### src/rtl/pwd_pkg.sv
// Shared types, default window/framing constants and width helpers for the
// password access controller.
package pwd_pkg;

    typedef enum logic [1:0] {
        ARMED    = 2'd0,
        UNLOCKED = 2'd1,
        LOCKED   = 2'd2
    } state_t;

    localparam int unsigned ATTEMPT_LEN_DEF = 4;
    localparam int unsigned MAX_FAIL_DEF    = 3;
    localparam int unsigned UNLOCK_CYC_DEF  = 8;
    localparam int unsigned LOCK_CYC_DEF    = 16;
    localparam int unsigned GAP_CYC_DEF     = 6;

    // Bits needed to hold values 0..n-1 (never less than one bit).
    function automatic int unsigned cnt_w(input int unsigned n);
        return (n <= 2) ? 1 : $clog2(n);
    endfunction

    function automatic int unsigned max2(input int unsigned a, input int unsigned b);
        return (a > b) ? a : b;
    endfunction

endpackage

### src/rtl/pwd_win_timer.sv
// Loadable down-counter with a zero flag; load wins over enable and the
// count stops at zero.
module pwd_win_timer #(
    parameter int unsigned WIDTH = 4
) (
    input  logic             clk,
    input  logic             rst_n,
    input  logic             i_load,
    input  logic [WIDTH-1:0] i_load_val,
    input  logic             i_en,
    output logic             o_zero_c
);

    logic [WIDTH-1:0] r_cnt;

    always_ff @(posedge clk or negedge rst_n) begin
        if (!rst_n) begin
            r_cnt <= '0;
        end else if (i_load) begin
            r_cnt <= i_load_val;
        end else if (i_en && (r_cnt != '0)) begin
            r_cnt <= r_cnt - WIDTH'(1);
        end
    end

    assign o_zero_c = (r_cnt == '0);

endmodule

### src/rtl/pwd_access_ctrl.sv
// Frames serial password bits into attempts, grants a timed unlock window on
// a match and enforces a timed lockout after repeated failures.
// Optional partial-frame timeout: define PWD_FRAME_TIMEOUT_EN.
module pwd_access_ctrl
    import pwd_pkg::*;
#(
`ifdef PWD_FRAME_TIMEOUT_EN
    parameter int unsigned GAP_CYC     = GAP_CYC_DEF,
`endif
    parameter int unsigned ATTEMPT_LEN = ATTEMPT_LEN_DEF,
    parameter int unsigned MAX_FAIL    = MAX_FAIL_DEF,
    parameter int unsigned UNLOCK_CYC  = UNLOCK_CYC_DEF,
    parameter int unsigned LOCK_CYC    = LOCK_CYC_DEF,
    localparam int unsigned FCW        = cnt_w(MAX_FAIL + 1)
) (
    input  logic           clk,
    input  logic           rst_n,
    input  logic           bit_valid_i,
    input  logic           match_i,
    output logic           unlock_o,
    output logic           lockout_o,
    output logic           attempt_done_o,
    output logic           attempt_ok_o,
    output logic [FCW-1:0] fail_cnt_o
);

`ifdef PWD_FRAME_TIMEOUT_EN
    localparam int unsigned TW = cnt_w(max2(max2(UNLOCK_CYC, LOCK_CYC), GAP_CYC));
`else
    localparam int unsigned TW = cnt_w(max2(UNLOCK_CYC, LOCK_CYC));
`endif
    localparam int unsigned BCW = cnt_w(ATTEMPT_LEN);

    state_t           r_state;
    state_t           w_next_state;
    logic [BCW-1:0]   r_bit_cnt;
    logic [BCW-1:0]   w_bit_cnt_n;
    logic             r_match_seen;
    logic             w_match_seen_n;
    logic [FCW-1:0]   r_fail_cnt;
    logic [FCW-1:0]   w_fail_cnt_n;
    logic             r_unlock;
    logic             r_lockout;
    logic             r_done;
    logic             r_ok;
    logic             w_done_n;
    logic             w_ok_n;
    logic             w_close;
    logic             w_success;
    logic             w_tmr_load;
    logic             w_tmr_en;
    logic [TW-1:0]    w_tmr_val;
    logic             w_tmr_zero;

    // One timer serves the unlock window, the lockout window and, while
    // armed, the inter-bit gap limit.
    pwd_win_timer #(
        .WIDTH (TW)
    ) u_timer (
        .clk        (clk),
        .rst_n      (rst_n),
        .i_load     (w_tmr_load),
        .i_load_val (w_tmr_val),
        .i_en       (w_tmr_en),
        .o_zero_c   (w_tmr_zero)
    );

    always_ff @(posedge clk or negedge rst_n) begin
        if (!rst_n) begin
            r_state      <= ARMED;
            r_bit_cnt    <= '0;
            r_match_seen <= 1'b0;
            r_fail_cnt   <= '0;
            r_unlock     <= 1'b0;
            r_lockout    <= 1'b0;
            r_done       <= 1'b0;
            r_ok         <= 1'b0;
        end else begin
            r_state      <= w_next_state;
            r_bit_cnt    <= w_bit_cnt_n;
            r_match_seen <= w_match_seen_n;
            r_fail_cnt   <= w_fail_cnt_n;
            r_unlock     <= (w_next_state == UNLOCKED);
            r_lockout    <= (w_next_state == LOCKED);
            r_done       <= w_done_n;
            r_ok         <= w_ok_n;
        end
    end

    always_comb begin
        w_next_state   = r_state;
        w_bit_cnt_n    = r_bit_cnt;
        w_match_seen_n = r_match_seen;
        w_fail_cnt_n   = r_fail_cnt;
        w_done_n       = 1'b0;
        w_ok_n         = 1'b0;
        w_close        = 1'b0;
        w_success      = 1'b0;
        w_tmr_load     = 1'b0;
        w_tmr_en       = 1'b0;
        w_tmr_val      = '0;

        case (r_state)
            ARMED: begin
                if (bit_valid_i) begin
                    if (r_bit_cnt == BCW'(ATTEMPT_LEN - 1)) begin
                        w_close   = 1'b1;
                        w_success = r_match_seen | match_i;
                    end else begin
                        w_bit_cnt_n    = r_bit_cnt + BCW'(1);
                        w_match_seen_n = r_match_seen | match_i;
`ifdef PWD_FRAME_TIMEOUT_EN
                        w_tmr_load = 1'b1;
                        w_tmr_val  = TW'(GAP_CYC - 1);
`endif
                    end
                end
`ifdef PWD_FRAME_TIMEOUT_EN
                // Idle inside a partial frame: expire it as a failed attempt.
                else if (r_bit_cnt != '0) begin
                    if (w_tmr_zero) begin
                        w_close = 1'b1;
                    end else begin
                        w_tmr_en = 1'b1;
                    end
                end
`endif
                if (w_close) begin
                    w_bit_cnt_n    = '0;
                    w_match_seen_n = 1'b0;
                    w_done_n       = 1'b1;
                    if (w_success) begin
                        w_ok_n       = 1'b1;
                        w_fail_cnt_n = '0;
                        w_next_state = UNLOCKED;
                        w_tmr_load   = 1'b1;
                        w_tmr_val    = TW'(UNLOCK_CYC - 1);
                    end else if (32'(r_fail_cnt) + 32'd1 >= MAX_FAIL) begin
                        w_fail_cnt_n = FCW'(MAX_FAIL);
                        w_next_state = LOCKED;
                        w_tmr_load   = 1'b1;
                        w_tmr_val    = TW'(LOCK_CYC - 1);
                    end else begin
                        w_fail_cnt_n = r_fail_cnt + FCW'(1);
                    end
                end
            end
            UNLOCKED: begin
                if (w_tmr_zero) begin
                    w_next_state = ARMED;
                end else begin
                    w_tmr_en = 1'b1;
                end
            end
            LOCKED: begin
                if (w_tmr_zero) begin
                    w_next_state = ARMED;
                    w_fail_cnt_n = '0;
                end else begin
                    w_tmr_en = 1'b1;
                end
            end
            default: begin
                w_next_state = ARMED;
            end
        endcase
    end

    assign unlock_o       = r_unlock;
    assign lockout_o      = r_lockout;
    assign attempt_done_o = r_done;
    assign attempt_ok_o   = r_ok;
    assign fail_cnt_o     = r_fail_cnt;

endmodule

### config.mk
export PLATFORM = sky130hd
export DESIGN_NAME = pwd_access_ctrl
export DESIGN_NICKNAME = d
export VERILOG_FILES = /design/src/rtl/pwd_pkg.sv /design/src/rtl/pwd_win_timer.sv /design/src/rtl/pwd_access_ctrl.sv
export SDC_FILE = /design/constraint.sdc
export NUM_CORES = 1
export LEC_CHECK = 0
export ABC_AREA = 1
export CAP_MARGIN = 20
export CORE_ASPECT_RATIO = 0.9
export CORE_MARGIN = 4
export CORE_UTILIZATION = 56
export CTS_BUF_LIST = sky130_fd_sc_hd__clkbuf_4
export CTS_CLUSTER_SIZE = 40
export DETAILED_ROUTE_END_ITERATION = 8
export PLACE_DENSITY = 0.8
export SLEW_MARGIN = 20
export SYNTH_ARGS = -nofsm -noshare
export SYNTH_HDL_FRONTEND = slang
export SYNTH_SLANG_ARGS = --single-unit
export TNS_END_PERCENT = 5
### constraint.sdc
create_clock -name clk -period 1.75 [get_ports clk]
set_input_delay 0.2625 -clock clk [delete_from_list [all_inputs] [get_ports clk]]
set_output_delay 0.2625 -clock clk [all_outputs]
set_load 0.03 [all_outputs]
==> results of run 1 <==
==> per-layer routing <==
metal	track usage	part of all wire
met1	0.166	0.45
met3	0.0572	0.061
met2	0.255	0.47
met4	0.0773	0.022
met5	0	0
==> sequential cells by signal, summed over array words and instances (netlist names) <==
signal and cells:
u_timer.r_cnt 4, fail_cnt_o 2, lockout_o 1, unlock_o 1
r_bit_cnt 2, r_state 2, attempt_ok_o 1, attempt_done_o 1
r_match_seen 1
==> power groups by stage <==
stage / logic (mW) / registers [mW] / clock network, mW
6_report: 0.907 / 0.598 / 0.185
5_1_grt: 1.03 / 0.627 / 0.218
4_1_cts: 0.921 / 0.599 / 0.197
3_5_place_dp: 0.924 / 0.606 / 0
3_3_place_gp: 0.895 / 0.601 / 0
2_1_floorplan: 0.592 / 0.680 / 0
==> cell usage in the layout, fill, tap and decap left out, drive strengths merged <==
| master | count |
|---|---|
| a21oi | 3 |
| buf | 2 |
| clkbuf | 3 |
| clkdlybuf4s50 | 8 |
| clkinv | 1 |
| dfrtp | 15 |
| dlygate4sd2 | 1 |
| ha | 5 |
| inv | 16 |
| mux2 | 1 |
| nand2 | 30 |
| nand3 | 9 |
| nand4 | 2 |
| nor2 | 7 |
| nor3 | 2 |
| o211ai | 2 |
| o21ai | 5 |
==> synth_stat cells <==
cell      count
nor2_4        1
o21ai_2       1
nor2_8        1
o21ai_4       1
inv_2         2
inv_1        14
o21ai_0       3
mux2_2        1
nor2_1        5
o211ai_1      2
nand4_1       2
nand2_2       2
nor3_1        2
nand2_1      27
dfrtp_1      15
nand3_1       9
ha_1          5
a21oi_1       3
nand2_4       1
==> cell families (layout without fill, tap and decap cells) <==
logic type,Yosys count,count (layout),share of synthesized area
AND/OR/NAND/NOR,50,50,0.295
AO/OA/AOI/OAI,10,10,0.0852
flip-flops,15,15,0.457
buffers and inverters,16,31,0.0731
multiplexers,1,1,0.0137
adder cells (fa/ha/maj),5,5,0.0761
==> final timing paths <==
check / start / endpoint / slack [ns]
setup / recovery: fail_cnt_o[0]$_DFFE_PN0P_ / fail_cnt_o[0] / 0.14
hold / removal: rst_n / attempt_ok_o$_DFF_PN0_ / 0.30
setup reg to reg: u_timer.r_cnt[0]$_DFFE_PN0P_ / lockout_o$_DFF_PN0_ / 0.35
hold reg to reg: u_timer.r_cnt[2]$_DFFE_PN0P_ / u_timer.r_cnt[2]$_DFFE_PN0P_ / 0.50
max in group asynchronous: rst_n / u_timer.r_cnt[0]$_DFFE_PN0P_ / 1.29
min in group clk: u_timer.r_cnt[2]$_DFFE_PN0P_ / u_timer.r_cnt[2]$_DFFE_PN0P_ / 0.50
==> metrics by stage <==
step	power [mW]	utilization	hold WS, ns	std cells	area (µm²)
after detailed placement	1.53	0.723	0.487	122	945
after floorplan	1.27	-	-0.0331	97	822
after global routing	1.88	0.743	0.312	126	971
final	1.69	0.743	0.300	126	971
after CTS	1.72	0.743	0.306	126	971
after global placement	1.50	0.723	0.490	122	945
==> layout make-up <==
type                            count  share of cell area
Clock buffer                        3              0.0232
Clock inverter                      1             0.00515
Inverter                           16              0.0619
Multi-Input combinational cell     66               0.398
Sequential cell                    15               0.387
Tap cell                           14              0.0180
Timing Repair Buffer               11               0.107
==> reports/metrics.cfg, run 1 <==
[worst_setup_path]
crit_chain = clkdlybuf4s50_1
reg2regPathDepth = 9
critical_path_arrival_ns = 1.35
path_depth = 1
path_max_fanout = 4
cpMaxStageDelayCell = clkdlybuf4s50_1
path_class = reg -> out
cp.required_ns = 1.49
critPathMaxStageDelay_ns = 0.68
end_kind = primary output
critPathTopFamily = buffers and inverters
startpoint_type = register
cp_num_buf_inv = 1

[layout]
num-fill-cells = 106
areaGrowthSynthToFinish_pct = 18.1
multi_input_comb_area_um2 = 387
drive_above_1_share = 0.143
fin_nets = 122
regArea_um2 = 375
diodes = 0

[sta]
maxSlewHeadroom = 0.787
tightest_slew_ns = 0.319
post-route-period-util = 0.923
fmax_ghz = 0.619
finalWorstSetupSlack_ns = 0.135
finalMaxSlewViolations = 0
fin_tns_setup_ns = 0
finalSetupViolations = 0
fin_skew_ns = 0.000362
finalHoldViolations = 0
fin_crit_ns = 1.61
rsz0062_at_grt = no

[cts]
cts_buffers = 3
post_cts.repair.setup_buffers = 0
cts_tree = built
cts_max_level = 1
cts.repair.resized = 1
cts_sinks = 15
cts_root_buf = clkbuf_4
hold_buffers = 0
clock_latency_ns = 0.28
clockBufferDepth = 2
path_clk_slew_ns = 0.08

[route]
drc = 0
drt_pass1_iterations = 4
drt-total-wl_um = 1340
ant_nets = 0
wl_per_cell_um = 10.7
vias_per_cell = 5.13
vias = 646
drt_iter0_markers = 14

[grt]
gr-usage-all-layers = 0.151
overflow = 0
antenna_found_initial = 0
grt_max_degree = 16
grt_pass1_wl_um = 2500
first_global_vias = 648

[synthesis]
synth_seq_area_share = 0.457
synth_top_area_cell = dfrtp_1
synth_top_area_frac = 0.457
ys_ff_latch = 15
syn-num-nets = 106
netlist_instances = 97
synth_cell_type_count = 19
synthTopCellsByArea = dfrtp_1, nand2_1, ha_1, inv_1, nand3_1
avgSynthCellArea_um2 = 8.47
syn_area_um2 = 822
yosysWarnings = 0

[place]
port_buffers = 9
dp_hpwl_um = 1110
gp_congestion = 0.840
pre_cts_ws_ns = 0.248

[die]
rows = 12
die_area_mm2 = 0.00215
die_x_um = 48.4
io_pins = 10
die_h_um = 44.3
core-area_mm2 = 0.00131
start_util = 0.629

[power]
seqPwrFrac = 0.354
power_switching_uw = 763
switching_share = 0.452
comb_power_share = 0.537
power_per_cell_area_mw_per_mm2 = 1740
p_leak_nw = 0.524
internal_power_uw = 927
clock_power_share = 0.110
ir_worst_vdd_v = 0.00106

[outcome]
outcome = finished, final reports clean

[worst_hold_path]
min_path_type = in -> async

[run]
maxCapViolations = 0

(Power assumes the default switching activity.)
==> run 2: changes to the inputs <==
CORE_ASPECT_RATIO = default   (was 0.9)
CORE_UTILIZATION = 44   (was 56)
PLACE_DENSITY = 0.65   (was 0.8)
==> run 2 against run 1 <==
Against the previous run:
- worst setup slack worse by 0.028 ns
- total power up 3.0%
- routed wire length up 12%
- register-to-register slack worse by 0.04 ns
- largest cell class unchanged
- hold slack worse by 0.018 ns
- die area up 22%
- utilization down 18 points
- final cell count up 8.7%
- fmax down 1.7%
- clock-buffer cell count up 1
==> reports/metrics.cfg, run 2 (synthesized netlist as in run 1, its figures left out) <==
[die]
die_area_mm2 = 0.00262
core-area_mm2 = 0.00175
die_h_um = 51.2
io_pins = 10
rows = 15
die_x_um = 51.2
start_util = 0.471

[route]
drt_pass1_iterations = 3
vias_per_cell = 4.80
vias = 658
drt-total-wl_um = 1500
drt_iter0_markers = 10
ant_nets = 0
drc = 0
wl_per_cell_um = 10.9

[power]
power_mw = 1.74
power_switching_uw = 793
power_per_cell_area_mw_per_mm2 = 1760
ir_worst_vdd_v = 0.00124
clock_power_share = 0.126
comb_power_share = 0.529
seqPwrFrac = 0.345
switching_share = 0.456
p_leak_nw = 0.525
internal_power_uw = 947

[grt]
grt_max_degree = 16
antenna_found_initial = 0
grt_pass1_wl_um = 2790
overflow = 0
gr-usage-all-layers = 0.142
first_global_vias = 644

[layout]
fin_nets = 122
final_cell_mix = nand2_1, dfrtp_1, inv_1
layout.cells.non_filler = 137
mostFrequentLayoutCell = nand2_1
utilization = 0.566
stdcell_area_um2 = 987
drive_above_1_share = 0.143
areaGrowthSynthToFinish_pct = 20.1
regMostFlops = u_timer.r_cnt
largest_reg_flops = 4
diodes = 0

[worst_setup_path]
critPathTopFamily = buffers and inverters
r2r_slack_ns = 0.31
cp_num_buf_inv = 1
end_kind = primary output
path_class = reg -> out
crit_chain = clkdlybuf4s50_1
path_max_fanout = 4
reg2reg_from = u_timer.r_cnt[0]$_DFFE_PN0P_
cp.required_ns = 1.49
reg2regPathDepth = 9
critical_path_arrival_ns = 1.38
path_depth = 1
cpMaxStageDelayCell = clkdlybuf4s50_1
startpoint_type = register
cp-startpoint = fail_cnt_o[0]$_DFFE_PN0P_
reg2reg_to = unlock_o$_DFF_PN0_
critPathMaxStageDelay_ns = 0.69

[cts]
post_cts.repair.setup_buffers = 0
cts_max_level = 1
cts_buffers = 3
cts_tree = built
cts.repair.resized = 1
clockBufferDepth = 2
clock_latency_ns = 0.29
cts_root_buf = clkbuf_4
path_clk_slew_ns = 0.09
cts_sinks = 15
hold_buffers = 0

[place]
dp_hpwl_um = 1170
place_area_um2 = 958
port_buffers = 9
gp_congestion = 0.788
pre_cts_ws_ns = 0.249
placed_cells = 133

[sta]
finalMaxSlewViolations = 0
maxSlewHeadroom = 0.792
rsz0062_at_grt = no
fin_crit_ns = 1.64
finalSetupViolations = 0
tightest_slew_ns = 0.311
fin_skew_ns = 0.00532
hold_ws_ns = 0.282
fin_tns_setup_ns = 0
fmax_ghz = 0.609
post-route-period-util = 0.939
finalHoldViolations = 0
finalWorstSetupSlack_ns = 0.107

[worst_hold_path]
min_path_type = in -> async

[run]
maxCapViolations = 0

[outcome]
outcome = finished, final reports clean

run 2: layout make-up:
type | instances | area, µm²
well taps | 25 | 31.3
fillers | 171 | 758
clock buffers | 4 | 30.0
inverters | 16 | 60.1
flip-flops and latches | 15 | 375
repair buffers | 11 | 104
multi-input cells | 66 | 387
run 2: power groups by stage:
stage / registers (mW) / logic [mW] / clock network [mW]
6_report: 0.600 / 0.921 / 0.219
5_1_grt: 0.622 / 1.05 / 0.243
4_1_cts: 0.601 / 0.932 / 0.223
3_5_place_dp: 0.609 / 0.932 / 0
3_3_place_gp: 0.604 / 0.914 / 0
2_1_floorplan: 0.680 / 0.592 / 0
run 2: how the worst max path moves through the flow:
stage / slack, ns / to
after CTS: 0.10 / fail_cnt_o[0]
after detailed placement: 0.25 / lockout_o$_DFF_PN0_
after floorplan: 0.38 / u_timer.r_cnt[3]$_DFFE_PN0P_
after global placement: 0.26 / lockout_o$_DFF_PN0_
after global routing: 0.05 / fail_cnt_o[0]
final: 0.11 / fail_cnt_o[0]
run 2: worst reg2reg max path, stage by stage (launching register included):
cell and delay (ns):
dfrtp_1 0.39, inv_1 0.11, ha_1 0.21, nand3_1 0.15
nand2_2 0.14, inv_1 0.09, nand2_1 0.06, nand2_1 0.07
nand2_1 0.08, nor2_1 0.04
run 2: metal layers:
layer  vias up  part of all wire  GRT usage
met3         2             0.031     0.0379
met5         -                 0          0
met2         7              0.49      0.230
met1       312              0.47      0.182
li1        337                 -          -
met4         0             0.010     0.0524
